### src/rtl/uart_pkg.sv
// Shared UART line definitions: transmitter state encoding, frame bit levels and a parity helper.
package uart_pkg;

    typedef enum logic [2:0] {
        IDLE,
        START,
        DATA,
        PARITY,
        STOP
    } tx_state_e;

    localparam logic StartBitLevel = 1'b0;
    localparam logic StopBitLevel  = 1'b1;
    localparam logic IdleLevel     = 1'b1;

    // Caller zero-extends narrower bytes, so unused upper bits never disturb the result.
    function automatic logic frame_parity(input logic [8:0] bits, input logic odd);
        return (^bits) ^ odd;
    endfunction

endpackage

### src/rtl/uart_transmitter.sv
// UART serialiser: start bit, LSB-first data, optional parity, stop bit(s); one bit per bit_trigger.
// Latency: tx falls the cycle after the first bit_trigger that follows the byte transfer.
// Backpressure: data_ready only in IDLE or during the final stop bit, and only while no byte is held.
module uart_transmitter
    import uart_pkg::*;
#(
    parameter int DataBits     = 8,
    parameter int StopBits     = 1,
    parameter int ParityEnable = 0,
    parameter int ParityOdd    = 0
) (
    input  logic                clk,
    input  logic                rst,
    input  logic                bit_trigger,
    input  logic [DataBits-1:0] data,
    input  logic                data_valid,
    output logic                data_ready,
    output logic                tx,
    output logic                busy
);

    localparam int              IdxW     = (DataBits > 1) ? $clog2(DataBits) : 1;
    localparam logic [IdxW-1:0] LastIdx  = IdxW'(DataBits - 1);
    localparam logic            LastStop = 1'(StopBits - 1);

    tx_state_e           state_q, state_d;
    logic [DataBits-1:0] shreg_q, shreg_d;
    logic [IdxW-1:0]     bit_idx_q, bit_idx_d;
    logic                stop_cnt_q, stop_cnt_d;
    logic                par_q, par_d;
    logic                pending_q, pending_d;
    logic                tx_q, tx_d;
    logic                ready_en_q;
    logic                xfer;
    logic                last_stop;
    logic [8:0]          data_wide;

    always_comb begin
        data_wide                 = '0;
        data_wide[DataBits-1:0]   = data;
    end

    assign last_stop  = (state_q == STOP) && (stop_cnt_q == LastStop);
    // ready_en_q keeps data_ready low for the first cycle after reset is released.
    assign data_ready = !rst && ready_en_q && !pending_q && ((state_q == IDLE) || last_stop);
    assign xfer       = data_valid && data_ready;
    assign busy       = (state_q != IDLE);
    assign tx         = tx_q;

    always_ff @(posedge clk) begin
        if (rst) begin
            state_q    <= IDLE;
            shreg_q    <= '0;
            bit_idx_q  <= '0;
            stop_cnt_q <= 1'b0;
            par_q      <= 1'b0;
            pending_q  <= 1'b0;
            tx_q       <= IdleLevel;
            ready_en_q <= 1'b0;
        end else begin
            state_q    <= state_d;
            shreg_q    <= shreg_d;
            bit_idx_q  <= bit_idx_d;
            stop_cnt_q <= stop_cnt_d;
            par_q      <= par_d;
            pending_q  <= pending_d;
            tx_q       <= tx_d;
            ready_en_q <= 1'b1;
        end
    end

    always_comb begin
        state_d    = state_q;
        shreg_d    = shreg_q;
        bit_idx_d  = bit_idx_q;
        stop_cnt_d = stop_cnt_q;
        par_d      = par_q;
        pending_d  = pending_q;
        tx_d       = tx_q;

        // A byte accepted on a trigger edge sees pending_q=0, so it waits for the next trigger.
        if (xfer) begin
            shreg_d   = data;
            par_d     = frame_parity(data_wide, 1'(ParityOdd));
            pending_d = 1'b1;
        end

        if (bit_trigger) begin
            case (state_q)
                IDLE: begin
                    if (pending_q) begin
                        state_d   = START;
                        tx_d      = StartBitLevel;
                        pending_d = 1'b0;
                    end
                end
                START: begin
                    state_d   = DATA;
                    bit_idx_d = '0;
                    tx_d      = shreg_q[0];
                end
                DATA: begin
                    if (bit_idx_q == LastIdx) begin
                        if (ParityEnable != 0) begin
                            state_d = PARITY;
                            tx_d    = par_q;
                        end else begin
                            state_d    = STOP;
                            stop_cnt_d = 1'b0;
                            tx_d       = StopBitLevel;
                        end
                    end else begin
                        shreg_d   = shreg_q >> 1;
                        bit_idx_d = bit_idx_q + IdxW'(1);
                        tx_d      = shreg_q[1];
                    end
                end
                PARITY: begin
                    state_d    = STOP;
                    stop_cnt_d = 1'b0;
                    tx_d       = StopBitLevel;
                end
                STOP: begin
                    if (stop_cnt_q != LastStop) begin
                        stop_cnt_d = 1'b1;
                    end else if (pending_q) begin
                        state_d   = START;
                        tx_d      = StartBitLevel;
                        pending_d = 1'b0;
                    end else begin
                        state_d = IDLE;
                        tx_d    = IdleLevel;
                    end
                end
                default: begin
                    state_d = IDLE;
                    tx_d    = IdleLevel;
                end
            endcase
        end
    end

endmodule

### config.mk
export PLATFORM = sky130hd
export DESIGN_NAME = uart_transmitter
export DESIGN_NICKNAME = d
export VERILOG_FILES = /design/src/rtl/uart_pkg.sv /design/src/rtl/uart_transmitter.sv
export SDC_FILE = /design/constraint.sdc
export NUM_CORES = 1
export LEC_CHECK = 0
export ABC_AREA = 1
export CAP_MARGIN = 20
export CORE_MARGIN = 2
export CORE_UTILIZATION = 31
export DETAILED_ROUTE_END_ITERATION = 10
export HOLD_SLACK_MARGIN = 0.1
export PLACE_DENSITY = 0.5
export SLEW_MARGIN = 20
export SYNTH_ARGS = -nofsm -noshare
export SYNTH_HDL_FRONTEND = slang
export SYNTH_SLANG_ARGS = --single-unit
### constraint.sdc
create_clock -name clk -period 1.5 [get_ports clk]
set_input_delay 0.375 -clock clk [delete_from_list [all_inputs] [get_ports clk]]
set_output_delay 0.375 -clock clk [all_outputs]
set_load 0.005 [all_outputs]
==> impl_metrics.yaml <==
run_status:
  status: "complete, no violations"
global_route:
  antenna_found_initial: 0
  grt_first_pass_wirelength_mm: 3.84
  grtUsageTotal_pct: 14.5
  grt_pass1_vias: 932
  grt_max_degree: 22
  grt.overflow.total: 0
worst_setup_path:
  reg2reg_slack_ns: 0.09
  cp-start-kind: "input port"
  end_kind: "output port"
  path_max_fanout: 2
  startpoint: "rst"
  r2r-end: "shreg_q[0]"
  endpoint: "data_ready"
  path_class: "input port to output port"
  crit_chain: "clkdlybuf4s15_1 -> inv_2 -> nand2_2 -> nor4_2 -> buf_2"
  arrival_ns: 1.12
  slowest_stage: "nor4_2"
  r2r_start: "state_q[1]"
  slowest_delay_ns: 0.26
  cp.required_ns: 1.12
  worst_r2r_path_depth: 10
sta:
  period_share_pct: 99.7
  slew-limit-headroom_pct: 81.3
  finalHoldViolCount: 0
  fin_crit_ns: 1.50
  fin_hold_ws_ns: 0.464
  fin_skew_ns: 0.00586
  finalSetupViolCount: 0
  slew_violations: 0
  clock.fmax_mhz: 669
  worst_slew_pin_slew_ns: 0.280
  rsz0062_at_grt: "yes"
placed_design:
  portBuffers: 14
  gp_congestion: 0.867
  dp_cells: 196
  dp.final_hpwl_mm: 1.59
clock_tree:
  cts_tree: "built"
  htreeDepth: 1
  path_clk_slew_ns: 0.10
  cts_made_buffers: 3
  clkSinkCount: 17
  clockRootBuffer: "clkbuf_4"
  clock_latency_ns: 0.30
  cts_max_path_buffers: 2
floorplanning:
  fp.dieH_um: 58.4
  core-area_mm2: 0.00278
  num_rows: 19
  initial_core_util_pct: 33.0
  dieArea_mm2: 0.00341
  ios: 15
  fp.dieW_um: 58.4
job:
  cap_violations: 0
finish:
  nFillCells: 290
  drive_gt1_share_pct: 28.5
  layout_common_cells: "nand2_1 (35), nor2_1 (21), buf_4 (15)"
  layout-area-overhead-vs-synth_pct: 47.1
  n_antenna_cell: 0
  layout_commonest_cell: "nand2_1"
  multiInputGateArea_um2: 563
  layoutNonFillerInstCount: 203
  num-nets-final: 187
  register_area_um2: 345
synth:
  ys_seq_area_share_pct: 37.1
  synthArstFlopShare_pct: 0
  synth_seq_cells: 17
  synth_edf_count: 0
  syn_inst: 140
  yosysUniqueCellTypes: 20
  syn-num-nets: 154
  yosysWarnings: 0
  ys.flop_type: "dfxtp_1"
  syn-mean-instance-area_um2: 6.55
  synthesis.area_um2: 917
drt:
  routed_wl_mm: 2.41
  via_count: 992
  firstDrtPassIters: 4
  avgRoutedWirePerCell_um: 11.9
  ant_nets: 0
  viasPerCell: 4.89
  dr.first_iter.drc_count: 27
  drc: 0
worst_hold_path:
  min_path_type: "register to register"
power:
  power_density_mw_per_mm2: 1240
  p_leak_nw: 0.671
  vdd_drop_max_mv: 0.669
[worst min-delay path by stage]
stage | end | slack [ns] | start | cells after the start
after floorplan | tx | 0.47 | tx | 2
after global placement | tx | 0.46 | tx | 2
after detailed placement | tx | 0.46 | tx | 2
after CTS | tx | 0.47 | tx | 2
after global routing | tx | 0.48 | tx | 2
final | tx | 0.46 | tx | 2
[metrics by stage]
step                util [%]  power [mW]  TNS, ns  setup WS [ns]  instance area (um^2)
floorplan                  -        1.01        0          0.221                   917
global placement        43.1        1.29    -2.97         -0.550                  1200
detailed placement      43.1        1.30    -3.14         -0.545                  1200
CTS                     44.9        1.60        0         0.0138                  1250
global route            48.5        1.82  -0.0831        -0.0463                  1350
finish                  48.5        1.68        0        0.00426                  1350
[cells in the mapped netlist (2+ instances only)]
cell type   n  area share (%)
nand3b_1    3             2.5
inv_2       2            0.82
inv_1      12             4.9
a21boi_1    2             1.6
ha_1        2             2.7
nand3_2     2             2.2
nor2_1     26              11
nor2_2      2             1.4
a21oi_1     4             2.2
dfxtp_1    17              37
nand3_1    12             6.5
nand4_1     7             4.8
buf_2       3             1.6
nand2_1    40              16
[cell type report]
class	instances	area share (%)
clock buffer	4	1.95
inverter	14	3.90
multi-input combinational	104	41.7
sequential	17	25.6
tap	31	2.88
timing repair buffer	33	23.9
[worst max-delay path, delay by kind of cell]
family | cells | cell delay (ns)
buf+inv | 3 | 0.42
simple gates | 2 | 0.32
[layer usage]
layer  GRT usage, %  vias to the layer above  routed length, um
met3           1.98                        7                 69
met2           24.7                       16               1200
met1           17.5                      457               1100
met4           7.97                        0                 44
met5              0                        -                  0
li1               -                      512                  -
[cell families (layout without fill, tap and decap cells)]
logic type,after synthesis,count (layout),synth area share [%]
simple gates,95,95,46.8
buf+inv,19,51,9.00
flops,17,17,37.1
compound gates,7,7,4.36
fa+ha+maj,2,2,2.73
[power breakdown]
part           switching, mW  total (mW)  internal [mW]  leakage (nW)
registers             0.0581       0.603          0.545         0.140
clock network          0.157       0.261          0.104        0.0150
logic                  0.426       0.813          0.387         0.516
total                  0.641        1.68           1.04         0.671
[registers in the layout (all words and copies together) (netlist names)]
signal      cells
pending_q       1
shreg_q         8
tx              1
state_q         3
ready_en_q      1
bit_idx_q       3
[repair_timing]
action	CTS	global route
hold buffers	0	0
gates cloned	0	2
buffers inserted	2	0
setup endpoints to repair	3	15
gates resized for setup	15	19
pin swaps	2	3
Note: power is estimated with default switching activity, not from simulation.
